$ cat config.mk
export PLATFORM = sky130hd
export DESIGN_NAME = chip8_exec_scheduler
export DESIGN_NICKNAME = d
export VERILOG_FILES = /design/src/rtl/chip8_exec_scheduler.sv
export SDC_FILE = /design/constraint.sdc
export NUM_CORES = 1
export LEC_CHECK = 0
export BUFFER_PORTS_ARGS = -buffer_cell sky130_fd_sc_hd__clkbuf_2
export CORE_MARGIN = 5
export CORE_UTILIZATION = 30
export DETAILED_ROUTE_END_ITERATION = 6
export PLACE_DENSITY = 0.5
export SLEW_MARGIN = 20
export SYNTH_ARGS = -nofsm -noshare
export SYNTH_HDL_FRONTEND = slang
export SYNTH_SLANG_ARGS = --single-unit
$ cat constraint.sdc
create_clock -name clk -period 3.3 [get_ports clk]
set_clock_uncertainty 0.05 [all_clocks]
set_input_delay 0 -clock clk [delete_from_list [all_inputs] [get_ports clk]]
set_output_delay 0 -clock clk [all_outputs]
set_load 0.01 [all_outputs]
$ cat src/rtl/chip8_exec_scheduler.sv
// Execution scheduler for the CHIP-8 core: turns 500 Hz ticks into one-instruction
// start pulses, handles FX0A key waits, debug run/step, and the 60 Hz DT/ST timers.
module chip8_exec_scheduler #(
  parameter int PEND_W      = 2,
  parameter int MAX_PENDING = 3,
  parameter int OVR_W       = 8
) (
  input  logic             clk,
  input  logic             reset,
  input  logic             instr_tick,
  input  logic             timer_clk,
  input  logic             run,
  input  logic             step,
  input  logic             cpu_done,
  input  logic             cpu_wait_key,
  input  logic             key_pressed,
  input  logic [3:0]       key_code,
  input  logic             dt_we,
  input  logic [7:0]       dt_wdata,
  input  logic             st_we,
  input  logic [7:0]       st_wdata,
  output logic             cpu_start,
  output logic             busy,
  output logic             key_valid,
  output logic [3:0]       key_latched,
  output logic [7:0]       dt_value,
  output logic [7:0]       st_value,
  output logic             beep,
  output logic [OVR_W-1:0] overrun_cnt
);

  typedef enum logic [2:0] {
    IDLE,
    ISSUE,
    EXEC,
    KEY_DOWN,
    KEY_UP
  } stateT;

  localparam logic [PEND_W-1:0] PEND_MAX = PEND_W'(MAX_PENDING);
  localparam logic [PEND_W-1:0] PEND_ONE = PEND_W'(1);
  localparam logic [OVR_W-1:0]  OVR_SAT  = {OVR_W{1'b1}};
  localparam logic [OVR_W-1:0]  OVR_ONE  = OVR_W'(1);

  stateT             state;
  stateT             stateNext;
  logic [PEND_W-1:0] pendingCnt;
  logic [PEND_W-1:0] pendingNext;
  logic              issueFromQueue;
  logic              tickAccept;
  logic              keyWait;
  logic              overrunInc;
  logic              timerPrev;
  logic              timerEdge;

  // Ticks are only meaningful while free-running and not parked on a key wait.
  assign keyWait    = (state == KEY_DOWN) || (state == KEY_UP);
  assign tickAccept = instr_tick && run && !keyWait;
  assign timerEdge  = timer_clk && !timerPrev;

  assign cpu_start = (state == ISSUE);
  assign busy      = (state != IDLE);
  assign beep      = (st_value != 8'd0);

  always_comb begin
    // NOTE: every output of this block gets a default first, so no latch is inferred.
    stateNext      = state;
    issueFromQueue = 1'b0;
    case (state)
      IDLE: begin
        if (run && (pendingCnt != '0)) begin
          stateNext      = ISSUE;
          issueFromQueue = 1'b1;
        end else if (!run && step) begin
          stateNext = ISSUE;
        end
      end
      ISSUE:    stateNext = EXEC;
      EXEC: begin
        if (cpu_done) begin
          stateNext = IDLE;
        end else if (cpu_wait_key) begin
          stateNext = KEY_DOWN;
        end
      end
      KEY_DOWN: if (key_pressed) stateNext = KEY_UP;
      KEY_UP:   if (!key_pressed) stateNext = EXEC;
      default:  stateNext = IDLE;
    endcase
  end

  // A tick that coincides with a queue-driven issue nets to zero and never overruns.
  always_comb begin
    pendingNext = pendingCnt;
    overrunInc  = 1'b0;
    if (!run) begin
      pendingNext = '0;
    end else begin
      case ({tickAccept, issueFromQueue})
        2'b01: pendingNext = pendingCnt - PEND_ONE;
        2'b10: begin
          if (pendingCnt == PEND_MAX) begin
            overrunInc = 1'b1;
          end else begin
            pendingNext = pendingCnt + PEND_ONE;
          end
        end
        default: pendingNext = pendingCnt;
      endcase
    end
  end

  always_ff @(posedge clk or negedge reset) begin
    if (!reset) begin
      state       <= IDLE;
      pendingCnt  <= '0;
      overrun_cnt <= '0;
      key_valid   <= 1'b0;
      key_latched <= 4'd0;
    end else begin
      // NOTE: non-blocking assignments so every register sees pre-edge values.
      state      <= stateNext;
      pendingCnt <= pendingNext;
      key_valid  <= (state == KEY_UP) && !key_pressed;
      if (overrunInc && (overrun_cnt != OVR_SAT)) begin
        overrun_cnt <= overrun_cnt + OVR_ONE;
      end
      if ((state == KEY_DOWN) && key_pressed) begin
        key_latched <= key_code;
      end
    end
  end

  // Previous timer_clk resets high so a level already high at release is not an edge.
  always_ff @(posedge clk or negedge reset) begin
    if (!reset) begin
      timerPrev <= 1'b1;
      dt_value  <= 8'd0;
      st_value  <= 8'd0;
    end else begin
      timerPrev <= timer_clk;
      if (dt_we) begin
        dt_value <= dt_wdata;
      end else if (timerEdge && (dt_value != 8'd0)) begin
        dt_value <= dt_value - 8'd1;
      end
      if (st_we) begin
        st_value <= st_wdata;
      end else if (timerEdge && (st_value != 8'd0)) begin
        st_value <= st_value - 8'd1;
      end
    end
  end

endmodule

# Word-level counts from Yosys, hierarchy flattened
# Index checks and enable logic that the tools add are counted.
# Widths: inputs -> output; s select.
# op_classes
n_reduce_logical	24
muxes	19
n_eq_ne	14
addsub	5
# op_table
cell	count
$mux 8	4
$mux 3	6
$reduce_bool 8->1	2
$sub 8x1->8 const B	2
$pmux 3 s5	1
$logic_and 1x1->1	10
$ne 3x3->1 const B	3
$add 8x1->8 const B	1
$ne 8x8->1 const B	1
$eq 3x2->1 const B	2
$reduce_bool 2->1	3
$mux 1	5
$eq 2x2->1 const B	2
$logic_not 1->1	4
$mux 2	2
$ne 2x2->1 const B	2
$pmux 2 s2	1
$reduce_and 4->1	1
$eq 3x1->1 const B	1
$eq 3x3->1 const B	1
$logic_not 3->1	1
$ne 3x1->1 const B	1
$reduce_bool 3->1	1
$add 2x1->2 const B	1
other kinds (4)	4
# word_totals
out_inout_bits	32
register_bits	35
input_bits	31
wordCells	70

# Depth between registers and ports, before layout
# Gate-level depths: netlist (run 1).
# logic_depth
depth_word	8
mapped_depth	6

# Worst setup path before layout (run 1)
# No wires, ideal clock.
# synth_path
kind	register to register
from	register dt_value[1]
to	register dt_value[7]
setup_ns	0.125
t_arrival_ns	1.791
synth_period_minus_slack_ns	1.966
n_path_buf	0
path_stages_with_launch	5
setup_slack_ns	1.334
path_cell_list	dfrtp_1 -> or4b_4 -> nor4_2 -> mux2_1 -> mux2_2
# synth_between
elab_chain_len	3
elab_cells_between_ends	6
classes_between	1 x add/sub; 2 x mux; 3 x reduce/logical
# synth_rtl
element	line	text
from (decl)	26	output logic [7:0] dt_value,
from (signal assigned)	143	dt_value <= dt_wdata;
from (signal assigned)	145	dt_value <= dt_value - 8'd1;
$sub 8x1->8 / $reduce_bool 8->1 (equally long branches)	145, 144	
$mux 8 / $logic_and 1x1->1 (equally long branches)	144	end else if (timerEdge && (dt_value != 8'd0)) begin
$mux 8 / $reduce_bool 2->1 (equally long branches)	-	
# Parallel ways exist; a longest one is shown, timed or not. The select of a mux whose other input is x is not followed.
# A chain may end at the register's enable or synchronous reset.

# Final worst setup path (run 1)
# layout_path
from	register st_value[1]
to	register st_value[7]
# layout_between
elab_chain_len	3
elab_cells_between_ends	6
classes_between	1 x add/sub; 2 x mux; 3 x reduce/logical
# layout_rtl
element	line	text
from (decl)	27	output logic [7:0] st_value,
from (signal assigned)	148	st_value <= st_wdata;
from (signal assigned)	150	st_value <= st_value - 8'd1;
$sub 8x1->8 / $reduce_bool 8->1 (equally long branches)	150, 149	
$mux 8 / $logic_and 1x1->1 (equally long branches)	149	end else if (timerEdge && (st_value != 8'd0)) begin
$mux 8 / $reduce_bool 2->1 (equally long branches)	-	
# Parallel ways exist; a longest one is shown, timed or not. The select of a mux whose other input is x is not followed.

==> results of run 1 <==
final timing paths:
path,cells after the start,slack [ns],to
worst max-delay path,4,1.29,st_value[7]$_DFFE_PN0P_
worst min-delay path,5,0.05,state[0]$_DFFE_PN0P_
worst max register to register,4,1.29,st_value[7]$_DFFE_PN0P_
worst min register to register,1,0.44,key_latched[2]$_DFFE_PN0P_
max in group asynchronous,2,2.32,pendingCnt[0]$_DFFE_PN0P_
min in group asynchronous,2,0.33,st_value[4]$_DFFE_PN0P_
per-layer routing:
layer / global-route usage / routed length, um / share of wire / up-vias
li1: - / - / - / 890
met2: 0.200 / 2310 / 0.50 / 28
met5: 0 / 0 / 0 / -
met1: 0.145 / 2110 / 0.45 / 827
met4: 0.0409 / 52 / 0.011 / 0
met3: 0.0333 / 190 / 0.041 / 5
state kept, by name, summed over array words and instances, names as in the netlist:
signal       flops
timerPrev        1
st_value         8
key_latched      4
state            3
key_valid        1
overrun_cnt      8
dt_value         8
pendingCnt       2
timing repair:
item,in CTS,in global routing
hold endpoints to repair,60,0
setup endpoints to repair,0,0
hold buffers,26,0
buffers inserted,0,0
report_power, final:
group,switching (W),internal (W)
logic,0.000176,0.000187
registers,0.0000893,0.000496
clock network,0.000143,0.000150
per-stage QoR:
step	instances	utilization	power, W	area, um^2
final	364	0.421	0.00124	2670
after global placement	330	0.367	0.000934	2330
after global routing	364	0.421	0.00133	2670
after detailed placement	330	0.367	0.000937	2330
after CTS	364	0.421	0.00127	2670
after floorplan	197	-	0.000810	1950
cell families (layout without fill, tap and decap cells):
| logic type | Yosys count | count (layout) | synth area share |
|---|---|---|---|
| and+or+nand+nor | 81 | 81 | 0.245 |
| AOI/OAI and AO/OA | 43 | 43 | 0.142 |
| DFF | 35 | 35 | 0.449 |
| xor gates and xnor gates | 12 | 12 | 0.0538 |
| buffers and inverters | 12 | 102 | 0.0262 |
| muxes | 9 | 9 | 0.0519 |
| adders and majority gates | 5 | 5 | 0.0320 |
critical path, stage by stage, from the launching register on:
cell	delay [ns]
dfrtp_1	0.41
or4b_1	0.58
nor4_1	0.25
mux2_1	0.36
mux2_2	0.26
area by class of cell:
class	count	area [um^2]
fillers	633	3680
well taps	77	96.3
repair buffers	88	571
flip-flops and latches	35	877
inverters	6	22.5
clock buffers	8	80.1
multi-input cells	150	1030
cells in the final DEF (no fill, tap or decap), drive strengths merged, types with 2 or more instances in the layout:
cell	synthesis	final
nor3	5	5
a221o	2	2
o21ai	16	16
and2	4	4
inv	6	6
a21o	4	4
dlygate4sd3	0	26
dfrtp	34	34
or3	4	4
nor3b	3	3
xor2	7	7
o2111ai	2	2
ha	5	5
nand2	14	14
or4b	2	2
nor4b	4	4
nor2b	4	4
a21oi	11	11
xnor2	5	5
nand3	7	7
nand2b	4	4
nand3b	2	2
clkbuf	3	70
a211oi	2	2
nor2	17	17
nor4	6	6
mux2	9	9
==> results.py, run 1 <==
metrics = {
    "worst_setup_path": {
        "criticalPathCategory": "reg -> reg",
        "r2r_start": "st_value[1]$_DFFE_PN0P_",
        "crit_path_start": "st_value[1]$_DFFE_PN0P_",
        "cp-end-kind": "flop",
        "start_kind": "flop",
        "critPathMaxFanout": 4,
        "required_ns": 3.41,
        "arrival_ns": 2.12,
    },
    "placement": {
        "place_hpwl_um": 3430,
        "port_buffers": 62,
        "gp_congestion": 0.737,
        "pre_cts_slack_ns": 1.31,
    },
    "clocking": {
        "ctsResizeCount": 0,
        "cts-htree-levels": 2,
        "cts_inserted_buffers": 5,
        "clkSinkCount": 35,
        "path_clk_slew_ns": 0.06,
        "cts_root_buffer": "clkbuf_8",
        "cts.path.max_buffers": 2,
        "clk_latency_ns": 0.28,
        "cts_tree": "done",
    },
    "power": {
        "leakagePower_nw": 1.25,
        "powerDensity_nw_per_um2": 465,
        "peakVddDrop_v": 0.000247,
    },
    "worst_hold_path": {
        "hold_class": "in -> reg",
        "min_from": "step",
    },
    "timing": {
        "tns_ns": 0,
        "fin_hold_ws_ns": 0.0547,
        "finalCritPeriodShare": 0.609,
        "slew_headroom": 0.407,
        "setup_slack_ns": 1.29,
        "setup_viol": 0,
        "fin_crit_ns": 2.01,
        "rsz0062_at_grt": "false",
        "clock.fmax_ghz": 0.497,
        "hold_viol": 0,
        "worst_pin_slew_ns": 0.889,
        "maxSlewViolCount": 0,
    },
    "synthesis": {
        "synth_nets": 233,
        "synth.avg_cell_area_um2": 9.92,
        "synthDistinctLibCells": 48,
        "ys.warnings.count": 0,
        "ys_seq_area_frac": 0.449,
        "synth_top_area_share": 0.435,
        "synthesis.instances": 197,
        "synthFlopType": "dfrtp_1",
        "synth.area.top_cells": "dfrtp_1 (44%), mux2_1 (4.0%), ha_1 (3.2%)",
        "ys_ff_latch": 35,
        "synth_edf_count": 0,
        "synthArstFlopShare": 1.00,
        "synthesis.area_um2": 1950,
        "yosys.cell_count.top_type": "dfrtp_1",
        "synth_common_cells": "dfrtp_1 (34), nor2_1 (16), nand2_1 (14)",
        "synth_largest_area_cell": "dfrtp_1",
    },
    "cells_and_area": {
        "drive_above_1_share": 0.268,
        "nNetsFinal": 322,
        "synthToLayoutAreaGrowth_pct": 36.7,
        "n_antenna_cell": 0,
    },
    "die": {
        "rows": 29,
        "start_util": 0.308,
        "die_h_um": 90.7,
        "core_um2": 6350,
        "dieArea_um2": 8230,
        "top_level_ports": 63,
        "die_w_um": 90.7,
    },
    "drt": {
        "avgRoutedWirePerCell_um": 12.8,
        "dr.pass1.iters": 4,
        "drcViolationCount": 0,
        "ant_nets": 0,
        "routed_via_density": 4.81,
        "routed_wirelength_um": 4670,
        "via_count": 1750,
        "drtIter0Drc": 47,
    },
    "global_routing": {
        "grt_pass1_vias": 1742,
        "grt.total_usage": 0.119,
        "gr-total-overflow": 0,
        "antenna_found_initial": 0,
        "grt_pass1_wl_um": 8200,
        "grt_max_degree": 36,
    },
    "status": {
        "outcome": "completed",
    },
    "run": {
        "maxCapViolCount": 0,
    },
}
Power figures use the tool's default switching activity.
==> run 2: changes to the inputs <==
--- a/config.mk
+++ b/config.mk
@@ -9,7 +9,7 @@
 export CORE_MARGIN = 5
 export CORE_UTILIZATION = 30
 export DETAILED_ROUTE_END_ITERATION = 6
-export PLACE_DENSITY = 0.5
+export PLACE_DENSITY = 0.52
 export SLEW_MARGIN = 20
 export SYNTH_ARGS = -nofsm -noshare
 export SYNTH_HDL_FRONTEND = slang
==> constraint.sdc (replaced) <==
create_clock -name clk -period 1.66 [get_ports clk]
set_clock_uncertainty 0.05 [all_clocks]
set_input_delay 0 -clock clk [delete_from_list [all_inputs] [get_ports clk]]
set_output_delay 0 -clock clk [all_outputs]
set_load 0.01 [all_outputs]
==> results.py, run 2 (synthesis results as in run 1) <==
metrics = {
    "status": {
        "outcome": "complete, but fails checks",
        "violations": "setup timing",
    },
    "worst_setup_path": {
        "cp-end-kind": "flop",
        "critPathMaxFanout": 2,
        "required_ns": 1.78,
        "criticalPathCategory": "reg -> reg",
        "cp_common_cell": "mux2_4",
        "start_kind": "flop",
        "crit_slowest_cell": "or4b_4",
        "crit_chain": "or4b_4 -> nor4_4 -> mux2_4 -> mux2_4",
        "arrival_ns": 1.97,
        "critPathMaxStageDelay_ns": 0.56,
    },
    "cells_and_area": {
        "synthToLayoutAreaGrowth_pct": 66.2,
        "post-route-util": 0.512,
        "final_cell_mix": "clkbuf_2 (62), buf_4 (36), dfrtp_1 (33)",
        "nNetsFinal": 361,
        "multi_input_area_um2": 1290,
        "drive_above_1_share": 0.466,
        "reg_top3": "dt_value (8), overrun_cnt (8), st_value (8)",
        "ff_latch_area_um2": 878,
        "fillers": 609,
        "n_antenna_cell": 0,
        "layout_commonest_cell": "clkbuf_2",
        "fin_cells": 403,
    },
    "timing": {
        "fin_crit_ns": 1.86,
        "hold_viol": 0,
        "clock.fmax_ghz": 0.538,
        "rsz0062_at_grt": "true",
        "setup_slack_ns": -0.199,
        "slew_headroom": 0.681,
        "finalCritPeriodShare": 1.12,
        "worst_pin_slew_ns": 0.479,
        "maxSlewViolCount": 0,
        "setup_viol": 9,
    },
    "clocking": {
        "cts-htree-levels": 2,
        "cts_inserted_buffers": 5,
        "cts_tree": "done",
        "cts_root_buffer": "clkbuf_8",
        "cts.path.max_buffers": 2,
        "clkSinkCount": 35,
        "path_clk_slew_ns": 0.07,
        "clk_latency_ns": 0.28,
    },
    "global_routing": {
        "gr-total-overflow": 0,
        "grt_max_degree": 36,
        "antenna_found_initial": 0,
        "grt.total_usage": 0.132,
        "grt_pass1_wl_um": 9140,
        "grt_pass1_vias": 1956,
    },
    "drt": {
        "drtIter0Drc": 57,
        "wl_met3_um": 249,
        "drt-met1-wl_um": 2340,
        "routed_wirelength_um": 5490,
        "wl_met2_um": 2860,
        "dr.max_layer_used": "met4",
        "drcViolationCount": 0,
        "ant_nets": 0,
        "avgRoutedWirePerCell_um": 13.6,
        "routed_via_density": 4.85,
        "via_count": 1956,
        "dr.pass1.iters": 4,
    },
    "die": {
        "core_um2": 6350,
        "die_h_um": 90.7,
        "top_level_ports": 63,
        "rows": 29,
        "dieArea_um2": 8230,
        "die_w_um": 90.7,
        "start_util": 0.308,
    },
    "placement": {
        "pre_cts_slack_ns": -0.202,
        "port_buffers": 62,
        "gp_congestion": 0.749,
        "dpl.cell_count": 361,
        "place_hpwl_um": 3720,
    },
    "power": {
        "power_w": 0.00278,
        "powerDensity_nw_per_um2": 856,
        "leakagePower_nw": 1.49,
        "peakVddDrop_v": 0.000650,
    },
    "worst_hold_path": {
        "hold_class": "in -> reg",
    },
    "run": {
        "maxCapViolCount": 0,
    },
}
[run 2: cell types whose count changed in the layout (fill, tap and decap cells not counted), sizes merged]
cell	before	now
buf	0	39
clkbuf	70	69
clkinv	0	1
dlygate4sd3	26	25
o2111ai	2	3
[run 2: report_power, final]
group          total (W)  internal, W  switching [W]
combinational    0.00108     0.000555       0.000521
sequential       0.00112     0.000988       0.000128
clock           0.000590     0.000295       0.000295
[run 2: cell type report]
cell class              instances  area share
repair buffers                126       0.266
flip-flops and latches         35       0.270
clock buffers                   7      0.0235
clock inverters                 1     0.00154
well taps                      77      0.0297
inverters                       6      0.0100
multi-input cells             151       0.399
[run 2: final timing paths]
check                                           startpoint                    endpoint  slack (ns)  cells after the start
worst max-delay path               dt_value[0]$_DFFE_PN0P_     dt_value[7]$_DFFE_PN0P_       -0.20                      4
worst min-delay path                                   run   pendingCnt[1]$_DFFE_PN0P_        0.06                      2
worst max register to register     dt_value[0]$_DFFE_PN0P_     dt_value[7]$_DFFE_PN0P_       -0.20                      4
worst min register to register  key_latched[0]$_DFFE_PN0P_  key_latched[0]$_DFFE_PN0P_        0.44                      1
max in group asynchronous                            reset        state[2]$_DFFE_PN0P_        0.94                      3
min in group asynchronous                            reset  overrun_cnt[0]$_DFFE_PN0P_        0.25                      3
[run 2: layer usage]
metal / vias up / GRT usage
li1: 972 / -
met1: 941 / 0.162
met2: 38 / 0.226
met3: 5 / 0.0383
met4: 0 / 0.0298
met5: - / 0
[run 2: timing repair]
item / in CTS / in global routing
pin swaps: 6 / 19
cloned: 0 / 1
gates resized for setup: 20 / 29
hold buffers: 25 / 0
setup buffers: 1 / 7
endpoints found under the setup margin: 17 / 27
endpoints found under the hold margin: 58 / 0
[run 2: through the flow]
stage | cell area, um^2 | setup TNS [ns] | hold WS (ns)
final | 3250 | -0.765 | 0.0594
after global routing | 3250 | -1.68 | 0.0715
after CTS | 3030 | -1.24 | 0.00427
after detailed placement | 2590 | -1.41 | 0.0318
after global placement | 2590 | -1.08 | 0.0270
after floorplan | 1980 | -0.434 | -0.346
[run 2: critical path: cells and delay by family (launching register included)]
kind / cells / cell delay, ns
flip-flops: 1 / 0.39
multiplexers: 2 / 0.58
AND/OR/NAND/NOR: 2 / 0.72
==> run 3: changes to the inputs <==
--- a/config.mk
+++ b/config.mk
@@ -10,7 +10,8 @@
 export CORE_UTILIZATION = 30
 export DETAILED_ROUTE_END_ITERATION = 6
 export PLACE_DENSITY = 0.52
-export SLEW_MARGIN = 20
+export RECOVER_POWER = 25
+export SLEW_MARGIN = 0
 export SYNTH_ARGS = -nofsm -noshare
 export SYNTH_HDL_FRONTEND = slang
 export SYNTH_SLANG_ARGS = --single-unit
==> results.py, run 3 (synthesis results as in run 1) <==
metrics = {
    "status": {
        "outcome": "complete, but fails checks",
        "violations": "setup timing",
    },
    "timing": {
        "maxSlewViolCount": 0,
        "setup_viol": 9,
        "clock.fmax_ghz": 0.538,
        "fin_hold_ws_ns": 0.0594,
        "rsz0062_at_grt": "true",
        "finalCritPeriodShare": 1.12,
        "fin_crit_ns": 1.86,
        "setup_slack_ns": -0.199,
        "slew_headroom": 0.372,
        "tns_ns": -0.759,
        "hold_viol": 0,
        "worst_pin_slew_ns": 0.942,
    },
    "drt": {
        "routed_via_density": 4.85,
        "drcViolationCount": 0,
        "drtIter0Drc": 57,
        "via_count": 1953,
        "ant_nets": 0,
        "avgRoutedWirePerCell_um": 13.6,
        "routed_wirelength_um": 5490,
        "dr.pass1.iters": 4,
    },
    "worst_setup_path": {
        "criticalPathCategory": "reg -> reg",
        "required_ns": 1.78,
        "critPathMaxFanout": 2,
        "arrival_ns": 1.97,
        "cp-end-kind": "flop",
        "start_kind": "flop",
        "r2r_cells": 4,
        "crit_slowest_cell": "or4b_4",
        "critPathMaxStageDelay_ns": 0.56,
        "cp_common_cell": "mux2_4",
        "crit_chain": "or4b_4 -> nor4_4 -> mux2_4 -> mux2_4",
    },
    "run": {
        "maxCapViolCount": 0,
    },
    "cells_and_area": {
        "reg_top3": "dt_value (8), overrun_cnt (8), st_value (8)",
        "n_antenna_cell": 0,
        "layout_commonest_cell": "clkbuf_2",
        "final_cell_mix": "clkbuf_2 (63), buf_4 (35), dfrtp_1 (33)",
        "drive_above_1_share": 0.466,
        "synthToLayoutAreaGrowth_pct": 66.1,
        "nNetsFinal": 361,
    },
    "global_routing": {
        "grt_max_degree": 36,
        "grt_pass1_wl_um": 9140,
        "grt_pass1_vias": 1956,
        "gr-total-overflow": 0,
        "antenna_found_initial": 0,
        "grt.total_usage": 0.132,
    },
    "die": {
        "start_util": 0.308,
        "die_h_um": 90.7,
        "rows": 29,
        "dieArea_um2": 8230,
        "top_level_ports": 63,
        "die_w_um": 90.7,
        "core_um2": 6350,
    },
    "worst_hold_path": {
        "holdPathStages": 2,
        "hold_class": "in -> reg",
    },
    "clocking": {
        "cts-htree-levels": 2,
        "cts_root_buffer": "clkbuf_8",
        "clk_latency_ns": 0.28,
        "cts_tree": "done",
        "clkSinkCount": 35,
        "path_clk_slew_ns": 0.07,
        "cts.path.max_buffers": 2,
        "cts_inserted_buffers": 5,
    },
    "placement": {
        "place_hpwl_um": 3720,
        "gp_congestion": 0.749,
        "port_buffers": 62,
    },
    "power": {
        "peakVddDrop_v": 0.000650,
        "leakagePower_nw": 1.49,
        "powerDensity_nw_per_um2": 857,
    },
}
## run 3: what timing repair did
item                                    CTS  global route
gates cloned                              0             1
pin swaps                                 6            19
hold endpoints to repair                 58             0
hold buffers                             25             0
resized for setup                        20            29
endpoints found under the setup margin   17            27
buffers inserted                          1             7
## run 3: layer usage
layer,wire [um],GRT usage,up-vias,part of all wire
met2,2860,0.226,36,0.52
met3,247,0.0383,5,0.045
met4,41,0.0298,0,0.0075
met1,2330,0.162,940,0.43
li1,-,-,972,-
met5,0,0,-,0
## run 3: critical path: cells and delay by family, from the launching register on
kind	cells	cell delay, ns
multiplexers	2	0.58
flip-flops	1	0.39
AND/OR/NAND/NOR	2	0.72
## run 3: where the power goes
| part | internal, W | total, W | switching (W) |
|---|---|---|---|
| Sequential | 0.000988 | 0.00112 | 0.000127 |
| Combinational | 0.000554 | 0.00107 | 0.000521 |
| Clock | 0.000295 | 0.000590 | 0.000295 |
## run 3: area by class of cell
type / count / area [um^2]
Clock buffer: 7 / 76.3
Clock inverter: 1 / 5.00
Fill cell: 609 / 3100
Inverter: 6 / 32.5
Multi-Input combinational cell: 151 / 1290
Sequential cell: 35 / 878
Tap cell: 77 / 96.3
Timing Repair Buffer: 126 / 862
## run 3: worst paths after layout
path | startpoint | end | slack, ns
setup / recovery | dt_value[0]$_DFFE_PN0P_ | dt_value[7]$_DFFE_PN0P_ | -0.20
min in group asynchronous | reset | overrun_cnt[0]$_DFFE_PN0P_ | 0.42
hold / removal | run | pendingCnt[1]$_DFFE_PN0P_ | 0.06
setup reg to reg | dt_value[0]$_DFFE_PN0P_ | dt_value[7]$_DFFE_PN0P_ | -0.20
hold reg to reg | key_latched[0]$_DFFE_PN0P_ | key_latched[0]$_DFFE_PN0P_ | 0.44
max in group asynchronous | reset | state[2]$_DFFE_PN0P_ | 0.48
## run 3: per-stage QoR
step                area [um^2]  setup WS [ns]  power (W)   util  std cells
CTS                        3030         -0.197    0.00270  0.478        395
global placement           2590         -0.174    0.00199  0.408        361
detailed placement         2590         -0.202    0.00199  0.408        361
finish                     3250         -0.199    0.00278  0.511        403
global route               3250         -0.247    0.00298  0.511        403
floorplan                  1980         -0.223    0.00162      -        197
